File: config.mk
export PLATFORM = sky130hd
export DESIGN_NAME = spi_reg_slave
export DESIGN_NICKNAME = d
export VERILOG_FILES = /design/src/rtl/spi_pkg.sv /design/src/rtl/spi_sync_edge.sv /design/src/rtl/spi_reg_slave.sv
export SDC_FILE = /design/constraint.sdc
export NUM_CORES = 1
export LEC_CHECK = 0
export ABC_AREA = 1
export CAP_MARGIN = 0
export CORE_ASPECT_RATIO = 0.7
export CORE_MARGIN = 5
export CORE_UTILIZATION = 35
export DETAILED_ROUTE_END_ITERATION = 8
export GPL_ROUTABILITY_DRIVEN = 0
export HOLD_SLACK_MARGIN = 0.05
export PLACE_DENSITY = 0.56
export SLEW_MARGIN = 20
export SYNTH_ARGS = -nofsm -noshare
export SYNTH_HDL_FRONTEND = slang
export SYNTH_SLANG_ARGS = --single-unit
File: constraint.sdc
create_clock -name clk -period 2.2 [get_ports clk]
set_input_delay 0.44 -clock clk [delete_from_list [all_inputs] [get_ports clk]]
set_output_delay 0.44 -clock clk [all_outputs]
set_load 0.02 [all_outputs]
File: src/rtl/spi_pkg.sv
// spi_pkg: shared FSM state type, command layout and SPI mode helper for spi_reg_slave.
package spi_pkg;
  typedef enum logic [1:0] {IDLE, CMD, DATA} state_t;
  localparam int RW_BIT = 7;
  function automatic logic sample_on_leading(input logic [1:0] mode);
    return (mode == 2'b00) || (mode == 2'b10);
  endfunction
endpackage

File: src/rtl/spi_sync_edge.sv
// spi_sync_edge: multi-flop synchronizer with rise/fall pulse detection on the synchronized level.
module spi_sync_edge #(
  parameter int   STAGES  = 2,
  parameter logic RST_VAL = 1'b0
) (
  input  logic clk,
  input  logic reset,
  input  logic d,
  output logic q,
  output logic rise,
  output logic fall
);
  logic [STAGES-1:0] sr;
  logic              prev;
  always_ff @(posedge clk or negedge reset)
    if (!reset) begin
      sr   <= {STAGES{RST_VAL}};
      prev <= RST_VAL;
    end else begin
      sr   <= {sr[STAGES-2:0], d};
      prev <= sr[STAGES-1];
    end
  assign q    = sr[STAGES-1];
  assign rise = q & ~prev;
  assign fall = ~q & prev;
endmodule

File: src/rtl/spi_reg_slave.sv
// spi_reg_slave: oversampled SPI responder over an 8-bit register file with burst auto-increment.
module spi_reg_slave
  import spi_pkg::*;
#(
  parameter int         ADDR_W      = 3,
  parameter logic [7:0] STATUS_BYTE = 8'h5A,
  parameter int         SYNC_STAGES = 2
) (
  input  logic              clk,
  input  logic              reset,
  input  logic              cpol,
  input  logic              cpha,
  input  logic              sclk,
  input  logic              cs_n,
  input  logic              mosi,
  output logic              miso,
  output logic              miso_oe,
  input  logic [ADDR_W-1:0] lcl_addr,
  output logic [7:0]        lcl_rdata,
  output logic              wr_strobe,
  output logic [ADDR_W-1:0] wr_addr,
  output logic [7:0]        wr_data
);
  localparam int NREG = 2**ADDR_W;
  logic                   sclk_q, sclk_rise, sclk_fall;
  logic                   cs_q, cs_rise, cs_fall;
  logic [SYNC_STAGES-1:0] mosi_sr;
  logic                   mosi_q;
  logic                   sclk_edge, lead, trail, sample, shift;
  logic [7:0]             regs [NREG];
  logic [7:0]             rx, tx, rx_byte;
  logic [2:0]             cnt;
  logic [ADDR_W-1:0]      ptr, ptr_nx, cmd_addr;
  logic                   rw;
  state_t                 state;

  spi_sync_edge #(.STAGES(SYNC_STAGES), .RST_VAL(1'b0)) u_sclk (
    .clk(clk), .reset(reset), .d(sclk), .q(sclk_q), .rise(sclk_rise), .fall(sclk_fall)
  );
  spi_sync_edge #(.STAGES(SYNC_STAGES), .RST_VAL(1'b1)) u_cs (
    .clk(clk), .reset(reset), .d(cs_n), .q(cs_q), .rise(cs_rise), .fall(cs_fall)
  );

  always_ff @(posedge clk or negedge reset)
    if (!reset) mosi_sr <= '0;
    else mosi_sr <= {mosi_sr[SYNC_STAGES-2:0], mosi};
  assign mosi_q = mosi_sr[SYNC_STAGES-1];

  // Leading edge moves SCLK away from its idle level, so the new level differs from cpol.
  assign sclk_edge = sclk_rise | sclk_fall;
  assign lead      = sclk_edge & (sclk_q ^ cpol);
  assign trail     = sclk_edge & ~(sclk_q ^ cpol);
  assign sample    = sample_on_leading({cpol, cpha}) ? lead : trail;
  assign shift     = sample_on_leading({cpol, cpha}) ? trail : lead;
  assign rx_byte   = {rx[6:0], mosi_q};
  assign ptr_nx    = ptr + 1'b1;
  assign cmd_addr  = rx_byte[ADDR_W-1:0];
  assign lcl_rdata = regs[lcl_addr];

  // Writes commit one clk after wr_strobe so local reads see the old value during the strobe.
  always_ff @(posedge clk or negedge reset)
    if (!reset) begin
      state     <= IDLE;
      cnt       <= '0;
      rx        <= '0;
      tx        <= '0;
      ptr       <= '0;
      rw        <= 1'b0;
      miso      <= 1'b0;
      miso_oe   <= 1'b0;
      wr_strobe <= 1'b0;
      wr_addr   <= '0;
      wr_data   <= '0;
      for (int i = 0; i < NREG; i++) regs[i] <= '0;
    end else begin
      wr_strobe <= 1'b0;
      if (wr_strobe) regs[wr_addr] <= wr_data;
      if (state != IDLE && (cs_rise || cs_q)) begin
        state   <= IDLE;
        cnt     <= '0;
        miso    <= 1'b0;
        miso_oe <= 1'b0;
      end else if (state == IDLE) begin
        if (cs_fall) begin
          state   <= CMD;
          cnt     <= '0;
          tx      <= STATUS_BYTE;
          miso    <= STATUS_BYTE[7];
          miso_oe <= 1'b1;
        end
      end else if (sample) begin
        rx  <= rx_byte;
        cnt <= cnt + 3'd1;
        if (cnt == 3'd7) begin
          if (state == CMD) begin
            state <= DATA;
            rw    <= rx_byte[RW_BIT];
            ptr   <= cmd_addr;
            if (rx_byte[RW_BIT]) tx <= regs[cmd_addr];
          end else if (rw) begin
            ptr <= ptr_nx;
            tx  <= regs[ptr_nx];
          end else begin
            wr_strobe <= 1'b1;
            wr_addr   <= ptr;
            wr_data   <= rx_byte;
            ptr       <= ptr_nx;
          end
        end
      end else if (shift) begin
        miso <= tx[~cnt];
      end
    end
endmodule

==> results.toml, run 1 <==
[floorplanning]
coreArea_um2 = 17200
top_level_ports = 32
dieArea_um2 = 20200
row_count = 40
dieHeight_um = 121
die_w_um = 168
start_util_pct = 35.6

[place]
place_ws_ps = -585
port_buffers = 31
place_hpwl_um = 13200
dp.cells = 1106
dpl_cell_area_um2 = 6830

[layout]
final_cell_count_no_fill = 1123
fin_nets = 900
n_antenna_cell = 0
utilization_pct = 41.4
stdcell_area_um2 = 7110
syn_to_final_growth_pct = 16.4
drive_above_1_share_pct = 10.5

[clocking]
cts_made_buffers = 9
post_cts_buffers = 0
cts_sinks = 110
root_buffer = "clkbuf_16"
max-clock-path-buffers = 2
cts_tree = "built"
htreeDepth = 3
clk_latency_ps = 360
clkTransAtPathRegs_ps = 70

[timing]
skew_ps = 10.7
relSlewSlack_pct = 56.3
fin_setup_tns_ps = 0
rsz0062_at_grt = "no"
max_freq_ghz = 0.482
finalSetupViolCount = 0
setup_slack_ps = 126
min_period_over_period_pct = 94.3
hold_viol_final = 0
worst-slew-pin-transition_ps = 653
period_needed_ps = 2070
finalMaxSlewViolations = 0

[yosys]
synth_xor_xnor_area_share_pct = 0
yosysUniqueCellTypes = 30
yosysTopAreaCell = "dfrtp_1"
synth.top_cell.area_share_pct = 43.8
synth_compound_area_share_pct = 19.6
ys_warn_count = 0
synth-simple-area-share_pct = 26.7
synth_area_um2 = 6110
synth_nets = 860
ys_ff_latch = 110
seq_area_frac_synth_pct = 45.1
avgSynthCellArea_um2 = 7.21
synthCells = 847
synthMuxAreaShare_pct = 0.164
synth_fa_ha_area_share_pct = 0.614
synth_top_family_by_area = "simple AND/OR/NAND/NOR gates"
synth_area_leaders = "dfrtp_1, nand2_1, o21ai_0"

[setup_path]
critPathRequiredTime_ps = 1760
cp.arrival_ps = 1630
reg2reg_from = "ptr[0]"
critPathKind = "in -> out"
critPathSlowestCell = "dlygate4sd2_1"
cp.buffers_inverters = 4
critPathTopFamily = "buffers and inverters"
start_kind = "input pin"
critical-path-max-stage-delay_ps = 260
endpoint_kind = "primary output"
cp_cell_sequence = "dlygate4sd2_1 > inv_1 > buf_12 > a21oi_1 > o21ai_0 > nand2_1 > nor2_1 > a31oi_1 > buf_4"
critPathMaxFanout = 18
crit_path_start = "lcl_addr[0]"

[routing]
dr.pass1.iters = 5
post_drt_wl_per_cell_um = 16.2
drcViolationCount = 0
routed_via_density = 5.04
initialDrtViolationCount = 474
wirelength_um = 18200
vias = 5658
drt.antenna.violating_nets = 0

[global_route]
grt_max_degree = 51
grt_pass1_vias = 5367
antenna_found_initial = 0
grt_pass1_wl_um = 29800
overflow = 0
track_usage_pct = 18.6

[pwr]
power_density_nw_per_um2 = 742
p_leak_nw = 3.27
ir_drop_mv = 0.313

[hold_path]
hp-class = "reg -> reg"
hp-start = "u_sclk.sr[0]"

[run_status]
status = "completed"

[run]
maxCapViolCount = 0
-- metrics by stage --
step	hold WS [ps]	total power, mW
2_1_floorplan	144	3.16
3_3_place_gp	329	3.62
3_5_place_dp	330	3.62
4_1_cts	354	5.32
5_1_grt	362	5.60
6_report	350	5.28
-- cells in the mapped netlist (all sizes together) --
master,instances
buf,28
dfrtp,107
a21oi,43
o21ai,147
nand4,1
clkbuf,14
nand2,280
nor2,75
mux2i,1
ha,3
dfstp,3
a31oi,8
nor3,2
nand3,40
o211ai,21
inv,69
o22ai,4
clkinv,1
-- cell families after synthesis --
group                    after synthesis
AO/OA/AOI/OAI                        223
adder cells (fa/ha/maj)                3
buffers and inverters                112
flip-flops                           110
multiplexers                           1
AND/OR/NAND/NOR                      398
-- placed cells by master, fill, tap and decap left out --
master | netlist | layout
nand2_1 | 273 | 273
o21ai_0 | 123 | 122
dfrtp_1 | 107 | 107
nor2_1 | 69 | 69
inv_1 | 59 | 59
a21oi_1 | 42 | 42
nand3_1 | 38 | 38
buf_4 | 4 | 37
o21ai_1 | 24 | 25
o211ai_1 | 21 | 21
clkdlybuf4s50_1 | 0 | 20
inv_2 | 10 | 10
clkbuf_16 | 0 | 9
a31oi_1 | 8 | 8
nand2_2 | 6 | 6
buf_2 | 21 | 5
o22ai_1 | 4 | 4
nor2_4 | 4 | 4
buf_12 | 0 | 4
ha_1 | 3 | 3
inv_6 | 0 | 3
dfstp_2 | 3 | 3
nand3_2 | 2 | 2
nor3_2 | 2 | 2
nor2_2 | 2 | 2
clkbuf_1 | 13 | 2
dlygate4sd2_1 | 0 | 2
buf_6 | 2 | 2
nand4_2 | 1 | 1
mux2i_1 | 1 | 1
nand2_4 | 1 | 1
clkinv_1 | 1 | 1
a21oi_4 | 1 | 1
clkinv_4 | 0 | 1
bufinv_16 | 0 | 1
dlygate4sd3_1 | 0 | 1
-- final cells by class --
type                            instances  area (um^2)
Timing Repair Buffer                   71          633
Sequential cell                       110         2760
Clock buffer                           11          233
Fill cell                            1774        10100
Clock inverter                          5         65.1
Tap cell                              231          289
Multi-Input combinational cell        625         2880
Inverter                               70          263
-- routing by layer --
layer / vias up / GRT usage (%) / share of wire [%]
met1: 2606 / 28.2 / 51
met3: 28 / 3.79 / 5.3
li1: 2845 / - / -
met2: 179 / 27.0 / 42
met5: - / 0 / 0
met4: 0 / 4.51 / 1.6
-- registers in the layout (all words and copies together) (netlist names), 3 cells and up --
register / flops
ptr: 3
wr_data: 8
rx: 7
wr_addr: 3
tx: 8
regs: 64
cnt: 3
-- worst reg2reg max path: stages (launching register included) --
cell      delay (ps)
dfrtp_1          410
ha_1             330
clkinv_1         340
nand3_1          230
nand3_1           90
nand2_1           90
nor2_1            40
nor2_1           230
nand2_1          120
nand2_1           70
-- final timing paths --
check / cells past startpoint / to / slack [ps]
setup / recovery: 9 / lcl_rdata[5] / 130
hold / removal: 0 / u_sclk.sr[1] / 350
setup reg to reg: 9 / tx[4] / 190
hold reg to reg: 0 / u_sclk.sr[1] / 350
max in group asynchronous: 3 / u_cs.prev / 1110
min in group asynchronous: 2 / regs[56] / 490
-- repair_timing --
action                                  CTS  global route
hold buffers                              1             0
hold endpoints to repair                 14             0
resized for setup                        44             4
endpoints found under the setup margin    8             3
gates cloned                              0             0
pin swaps                                 0             0
-- where the power goes --
part           switching, mW  total (mW)  internal, mW
logic                  0.869        1.29         0.425
clock network          0.799        1.70         0.901
registers              0.122        2.29          2.17
total                   1.79        5.28          3.49
(Power assumes the default switching activity.)
==> inputs of run 2 (changes only) <==
--- a/config.mk
+++ b/config.mk
@@ -14,7 +14,7 @@
 export GPL_ROUTABILITY_DRIVEN = 0
 export HOLD_SLACK_MARGIN = 0.05
 export PLACE_DENSITY = 0.56
-export SLEW_MARGIN = 20
+export SLEW_MARGIN = 25
 export SYNTH_ARGS = -nofsm -noshare
 export SYNTH_HDL_FRONTEND = slang
 export SYNTH_SLANG_ARGS = --single-unit
==> results of run 2 <==
The final DEF is identical to that of run 1; final timing and power are the same.
==> inputs of run 3 (changes only) <==
--- a/config.mk
+++ b/config.mk
@@ -14,6 +14,7 @@
 export GPL_ROUTABILITY_DRIVEN = 0
 export HOLD_SLACK_MARGIN = 0.05
 export PLACE_DENSITY = 0.56
+export RECOVER_POWER = 50
 export SLEW_MARGIN = 25
 export SYNTH_ARGS = -nofsm -noshare
 export SYNTH_HDL_FRONTEND = slang
==> results.toml, run 3 (synthesis gave the netlist of run 1 again) <==
[run_status]
status = "completed"

[global_route]
grt_pass1_wl_um = 29800
track_usage_pct = 18.6
grt_max_degree = 51
grt_pass1_vias = 5367
overflow = 0
antenna_found_initial = 0

[layout]
regArea_um2 = 2760
n_antenna_cell = 0
drive_above_1_share_pct = 9.98
nFillCells = 1778
multi_input_area_um2 = 2860
mostFrequentLayoutCells = "nand2_1, o21ai_0, dfrtp_1, nor2_1, inv_1"
layout_commonest_cell = "nand2_1"
syn_to_final_growth_pct = 16.0
largest_reg_flops = 64
reg_top3 = "regs: 64 flops, tx: 8 flops, wr_data: 8 flops"
top_register = "regs"
fin_nets = 900

[pwr]
p_leak_nw = 3.26
ir_drop_mv = 0.315
finalPower_mw = 5.27
power_density_nw_per_um2 = 744

[floorplanning]
top_level_ports = 32
row_count = 40
dieHeight_um = 121
coreArea_um2 = 17200
dieArea_um2 = 20200
start_util_pct = 35.6
die_w_um = 168

[clocking]
clk_latency_ps = 360
max-clock-path-buffers = 2
cts_made_buffers = 9
cts_tree = "built"
cts_sinks = 110
root_buffer = "clkbuf_16"
post_cts_buffers = 0
clkTransAtPathRegs_ps = 70
htreeDepth = 3

[routing]
dr.pass1.iters = 5
wirelength_um = 18300
post_drt_wl_per_cell_um = 16.3
routed_via_density = 5.04
drcViolationCount = 0
initialDrtViolationCount = 453
vias = 5658
drt.antenna.violating_nets = 0

[setup_path]
critPathSlowestCell = "dlygate4sd2_1"
critical-path-max-stage-delay_ps = 260
critPathTopFamily = "buffers and inverters"
critPathRequiredTime_ps = 1760
start_kind = "input pin"
cp.buffers_inverters = 4
cp.arrival_ps = 1650
endpoint_kind = "primary output"
r2r_setup_slack_ps = 200
critPathMaxFanout = 18
cp_cell_sequence = "dlygate4sd2_1 > inv_1 > buf_12 > a21oi_1 > o21ai_0 > nand2_1 > nor2_1 > a31oi_1 > buf_4"
critPathKind = "in -> out"

[place]
port_buffers = 31
place_hpwl_um = 13200

[timing]
finalSetupViolCount = 0
finalMaxSlewViolations = 0
period_needed_ps = 2090
worst-slew-pin-transition_ps = 1040
fin_setup_tns_ps = 0
max_freq_ghz = 0.479
rsz0062_at_grt = "no"
skew_ps = 10.2
relSlewSlack_pct = 30.7
hold_viol_final = 0
min_period_over_period_pct = 94.8

[hold_path]
hp-class = "reg -> reg"

[run]
maxCapViolCount = 0
## run 3: changes by cell type in the layout (fill, tap and decap cells not counted), sizes merged
cell,before,now
dlygate4sd3,1,4
buf,48,46
clkbuf,11,13
clkdlybuf4s50,20,17
## run 3: power by group
group | total [mW] | switching [mW] | internal (mW)
Sequential | 2.28 | 0.114 | 2.17
Clock | 1.71 | 0.805 | 0.901
Combinational | 1.29 | 0.874 | 0.415
## run 3: layer usage
metal	track usage, %	vias up	share of wire (%)
met5	0	-	0
met4	4.51	0	1.2
met1	28.2	2645	52
met3	3.79	18	5.0
met2	27.0	150	42
li1	-	2845	-
## run 3: what timing repair did
action,CTS,global route
setup endpoints to repair,8,3
cloned,0,0
gates resized for setup,44,4
hold buffers,1,0
hold endpoints to repair,14,0
## run 3: cell type report
| type | count | area share, % |
|---|---|---|
| clock buffers | 11 | 3.28 |
| clock inverters | 5 | 0.918 |
| inverters | 70 | 3.71 |
| multi-input cells | 625 | 40.4 |
| flip-flops and latches | 110 | 38.9 |
| well taps | 231 | 4.08 |
| repair buffers | 71 | 8.75 |
## run 3: per-stage QoR
step | setup slack [ps] | hold slack (ps) | area (um^2) | util (%) | std cells
final | 114 | 351 | 7090 | 41.3 | 1123
after global routing | 12.2 | 366 | 7090 | 41.3 | 1123
after CTS | 95.8 | 354 | 7110 | 41.4 | 1123
after detailed placement | -585 | 330 | 6830 | 39.8 | 1106
after global placement | -585 | 329 | 6830 | 39.8 | 1106
after floorplan | 242 | 144 | 6110 | - | 847
## run 3: worst paths after layout
check                           cells past startpoint          from      endpoint
worst max-delay path                                9   lcl_addr[0]  lcl_rdata[5]
worst min-delay path                                0  u_sclk.sr[0]  u_sclk.sr[1]
worst max register to register                      9        ptr[0]         tx[4]
worst min register to register                      0  u_sclk.sr[0]  u_sclk.sr[1]
max in group asynchronous                           3         reset         rx[0]
min in group asynchronous                           2         reset      regs[63]
